**src/rtl/spi_slave.sv**
```systemverilog
// SPI peripheral endpoint: oversamples SPI_CLK/CS_n/MOSI in the clk domain, assembles MOSI
// bytes and shifts a user-supplied byte out on MISO, in any of the four SPI modes.
module spi_slave #(
  parameter int unsigned SPI_MODE = 3
) (
  input  logic       clk,
  input  logic       rst,
  output logic       o_MOSI_DV,
  output logic [7:0] o_MOSI_Byte,
  input  logic [7:0] i_MISO_Byte,
  input  logic       i_MISO_DV,
  output logic       o_MISO_Ready,
  input  logic       SPI_CLK,
  input  logic       CS_n,
  input  logic       MOSI,
  output logic       MISO,
  output logic       MISO_OE
);

  localparam bit CPOL = (SPI_MODE & 32'd2) != 32'd0;
  localparam bit CPHA = (SPI_MODE & 32'd1) != 32'd0;

  typedef enum logic {StIdle, StActive} state_e;

  // [1] is the synchronized value, [2] the delayed copy used for edge detection
  logic [2:0] sclk_q, cs_q;
  logic [1:0] mosi_q;

  state_e     state_q, state_d;
  logic [2:0] cnt_q, cnt_d;
  logic [7:0] rx_q, rx_d;
  logic [7:0] tx_q, tx_d;
  logic [7:0] byte_q, byte_d;
  logic       dv_q, dv_d;
  logic       miso_q, miso_d;
  logic [7:0] hold_q, hold_d;
  logic       hold_full_q, hold_full_d;

  logic       lead, trail, sample_edge, shift_edge, cs_fall, cs_rise, byte_start;
  logic [7:0] tx_src, rx_next;

  always_ff @(posedge clk or negedge rst) begin
    if (!rst) begin
      sclk_q <= {3{CPOL}};
      cs_q   <= 3'b111;
      mosi_q <= 2'b00;
    end else begin
      sclk_q <= {sclk_q[1:0], SPI_CLK};
      cs_q   <= {cs_q[1:0], CS_n};
      mosi_q <= {mosi_q[0], MOSI};
    end
  end

  always_comb begin
    lead        = (sclk_q[1] != CPOL) && (sclk_q[2] == CPOL);
    trail       = (sclk_q[1] == CPOL) && (sclk_q[2] != CPOL);
    sample_edge = CPHA ? trail : lead;
    shift_edge  = CPHA ? lead : trail;
    cs_fall     = !cs_q[1] && cs_q[2];
    cs_rise     = cs_q[1] && !cs_q[2];
  end

  always_comb begin
    state_d     = state_q;
    cnt_d       = cnt_q;
    rx_d        = rx_q;
    tx_d        = tx_q;
    byte_d      = byte_q;
    dv_d        = 1'b0;
    miso_d      = miso_q;
    hold_d      = hold_q;
    hold_full_d = hold_full_q;
    byte_start  = 1'b0;
    rx_next     = {rx_q[6:0], mosi_q[1]};
    // A strobe coinciding with a byte-start load bypasses the holding register
    tx_src      = i_MISO_DV ? i_MISO_Byte : (hold_full_q ? hold_q : 8'h00);

    unique case (state_q)
      StIdle: begin
        cnt_d = 3'd0;
        if (cs_fall) begin
          state_d    = StActive;
          byte_start = 1'b1;
        end
      end
      StActive: begin
        if (cs_rise) begin
          state_d = StIdle;
          cnt_d   = 3'd0;
          miso_d  = 1'b0;
        end else begin
          if (sample_edge) begin
            rx_d  = rx_next;
            cnt_d = cnt_q + 3'd1;
            if (cnt_q == 3'd7) begin
              byte_d     = rx_next;
              dv_d       = 1'b1;
              byte_start = 1'b1;
            end
          end
          // In CPHA=0 the shift edge after the 8th sample must not disturb the new bit 7
          if (shift_edge && (CPHA || cnt_q != 3'd0)) begin
            miso_d = tx_q[7];
            tx_d   = {tx_q[6:0], 1'b0};
          end
        end
      end
      default: state_d = StIdle;
    endcase

    if (byte_start) begin
      if (CPHA) begin
        tx_d = tx_src;
      end else begin
        miso_d = tx_src[7];
        tx_d   = {tx_src[6:0], 1'b0};
      end
      hold_full_d = 1'b0;
    end else if (i_MISO_DV) begin
      hold_d      = i_MISO_Byte;
      hold_full_d = 1'b1;
    end
  end

  always_ff @(posedge clk or negedge rst) begin
    if (!rst) begin
      state_q     <= StIdle;
      cnt_q       <= 3'd0;
      rx_q        <= 8'h00;
      tx_q        <= 8'h00;
      byte_q      <= 8'h00;
      dv_q        <= 1'b0;
      miso_q      <= 1'b0;
      hold_q      <= 8'h00;
      hold_full_q <= 1'b0;
    end else begin
      state_q     <= state_d;
      cnt_q       <= cnt_d;
      rx_q        <= rx_d;
      tx_q        <= tx_d;
      byte_q      <= byte_d;
      dv_q        <= dv_d;
      miso_q      <= miso_d;
      hold_q      <= hold_d;
      hold_full_q <= hold_full_d;
    end
  end

  assign o_MOSI_DV    = dv_q;
  assign o_MOSI_Byte  = byte_q;
  assign o_MISO_Ready = !hold_full_q;
  assign MISO         = miso_q;
  assign MISO_OE      = (state_q == StActive);

endmodule

```
**config.mk**
```make
export PLATFORM = sky130hd
export DESIGN_NAME = spi_slave
export DESIGN_NICKNAME = d
export VERILOG_FILES = /design/src/rtl/spi_slave.sv
export SDC_FILE = /design/constraint.sdc
export NUM_CORES = 1
export LEC_CHECK = 0
export ABC_AREA = 1
export CORE_MARGIN = 8
export CORE_UTILIZATION = 55
export CTS_BUF_LIST = sky130_fd_sc_hd__clkbuf_8
export DETAILED_ROUTE_END_ITERATION = 10
export GPL_TIMING_DRIVEN = 0
export PLACE_DENSITY_LB_ADDON = 0.3
export SYNTH_ARGS = -nofsm -noshare
export SYNTH_HDL_FRONTEND = slang
export SYNTH_SLANG_ARGS = --single-unit
```
**constraint.sdc**
```tcl
create_clock -name clk -period 3.55 [get_ports clk]
set_input_delay 0.5325 -clock clk [delete_from_list [all_inputs] [get_ports clk]]
set_output_delay 0.5325 -clock clk [all_outputs]
set_load 0.01 [all_outputs]
```
==> run metrics <==
total I/O pin count 26; final instance area 2400 µm²; YS warnings 0; WL per Instance 13.0 µm; slowest CP cell dfrtp_1; count of final max-slew check failures 0; crit path DAT 2.13 ns; Setup CP Type reg2reg; Filler cells 261; worst hold path class in2async; Crit. End Element flop; Clk pwr share 30.3%; worst rel slew slack 68.0%; Syn Nets 236; setup violators final 0; Leakage 1.21 nW; row count 21; final hold violation count 0; Peak Freq 516 MHz; unrepaired setup endpoints after global routing no; most used cell, CP nand2_1; final setup TNS 0 ns; Post-DRT Antenna Nets 0; DR DRC count 0; Tcrit/Tclk final 54.5%; first-pass GRT wire length 6830 µm; status finished clean; Max Root-Sink Buffers 2; DP Area 2290 µm²; Initial Util 58.3%; max incr delay on CP 0.41 ns; Hold WS 0.172 ns; startpoint types flop; Period minus WS final 1.94 ns; clock latency on the worst-skew pair 0.30 ns; routed vias 1503; register bit count reported by yosys 46; Pwr Total 1.28 mW; chip width 75.9 µm; routed vias/inst 5.03; pre-CTS WS 1.65 ns; TritonCTS Sinks 46; placed cells 291; clk slew on worst S/H paths 0.09 ns; CP Max Fanout 9; Post-CTS Hold Buffers 0; DIE HEIGHT 75.9 µm; largest net degree at the start of global routing 27; combinational power share 18.3%; die area 5770 µm²; DP Wirelength 2770 µm; cts bufs inserted 5; max_cap viols 0; # H-tree levels 2; worst-margin pin slew 0.480 ns; initial DRC count 136; Placer Congestion 0.782; Core Util, Final 70.9%; net switching power 0.362 mW; critical path's top delay family simple AND/OR/NAND/NOR gates; critical-path cell list ha_1 > ha_1 > nand3_1 > nor2_1 > o21bai_2 > nand2_1 > nand2_1 > nand2_1; area delta synth->final 21.6%; PD cells 535 nW/µm²; # port buffers 24; register share of total power 51.4%; TritonRoute pass-1 iters 4; syn_area_per_cell 8.98 µm²; grt ovf 0; min setup slack post-route 1.61 ns; vias in the first global route 1441; GRT Total Usage 14.3%; Bufs and invs on worst path 0; Layout Skew 0.00845 ns; Root Driver clkbuf_8; post-CTS setup buffers 0; non-filler cells, final 299; CORE AREA 3390 µm²; final WL 3890 µm; Syn Inst Count 220; Req. time, crit path 3.74 ns; initial antenna violation count 0; maximum VDD drop 0.283 mV; CTS resizes 0; nets@finish 268; Seq/Total Area, Yosys 58.6%; switching share of power 28.2%; CTS tree built; Cell Int Power 0.923 mW; ANT cells 0; Distinct cells, synth 20; Netlist Area Pre-Place 1980 µm²; share of layout cells above drive strength 1 13.8%
worst register-to-register path, delay by kind of cell (launching register included):
kind | cells | cell delay [ns]
simple gates | 5 | 0.71
fa+ha+maj | 2 | 0.38
compound gates | 1 | 0.32
flops | 1 | 0.41
cell usage in the layout, fill, tap and decap left out, drive strengths merged:
cell type / count
buf: 7
o21ai: 31
dfrtp: 40
nand3: 21
inv: 26
clkinvlp: 2
dfstp: 6
o21bai: 1
nor2: 5
a21oi: 2
clkbuf: 6
clkdlybuf4s50: 23
bufinv: 1
nand2: 80
ha: 2
logic make-up (layout without fill, tap and decap cells):
kind of cell / after synthesis / in the layout / synth area share, %
and+or+nand+nor: 106 / 106 / 22.2
DFF: 46 / 46 / 58.6
AOI/OAI and AO/OA: 34 / 34 / 11.0
buffers and inverters: 32 / 65 / 6.84
adders and majority gates: 2 / 2 / 1.27
per-layer routing:
metal  vias up  part of all wire (%)  GRT usage [%]  routed length, µm
met5         -                     0              0                  0
met4         0                   2.1           6.67                 81
met3         9                   3.2           4.25                125
met2        24                    47           20.8               1830
met1       715                    48           18.8               1860
li1        755                     -              -                  -
cell usage after synthesis, drive strengths merged:
cell type / number / area share, %
o21ai: 31 / 9.9
a21oi: 2 / 0.51
buf: 5 / 1.7
dfstp: 6 / 8.0
nor2: 5 / 1.3
ha: 2 / 1.3
nand2: 80 / 15
nand3: 21 / 5.6
dfrtp: 40 / 51
clkbuf: 1 / 0.19
o21bai: 1 / 0.57
inv: 26 / 4.9
power groups by stage:
stage	registers [mW]	logic, mW	clock network, mW
3_3_place_gp	0.665	0.225	0
2_1_floorplan	0.661	0.158	0
4_1_cts	0.660	0.236	0.399
3_5_place_dp	0.669	0.234	0
6_report	0.661	0.235	0.390
5_1_grt	0.670	0.272	0.420
final timing paths:
kind	startpoint	end	slack, ns	cells after the start
min in group clk	mosi_q[0]	mosi_q[1]	0.36	0
hold / removal	rst	hold_q[1]	0.17	1
max in group asynchronous	rst	sclk_q[1]	2.79	2
hold reg to reg	mosi_q[0]	mosi_q[1]	0.36	0
setup reg to reg	cnt_q[0]	tx_q[7]	1.61	8
setup / recovery	cnt_q[0]	tx_q[7]	1.61	8
sequential cells by signal, summed over array words and instances, names as in the netlist:
signal and flops:
MISO 1, tx_q 8, cs_q 3, rx_q 7, cnt_q 3, sclk_q 3
o_MOSI_DV 1, MISO_OE 1, hold_full_q 1, o_MOSI_Byte 8, mosi_q 2, hold_q 8
area by class of cell:
class | count | area (µm²) | share of cell area [%]
plain buffers | 6 | 37.5 | 1.56
inverters | 26 | 97.6 | 4.06
clock buffers | 5 | 68.8 | 2.86
well taps | 46 | 57.6 | 2.40
clock inverters | 3 | 45.0 | 1.88
multi-input cells | 142 | 682 | 28.4
flip-flops and latches | 46 | 1160 | 48.2
repair buffers | 25 | 255 | 10.6
Power figures use the tool's default switching activity.
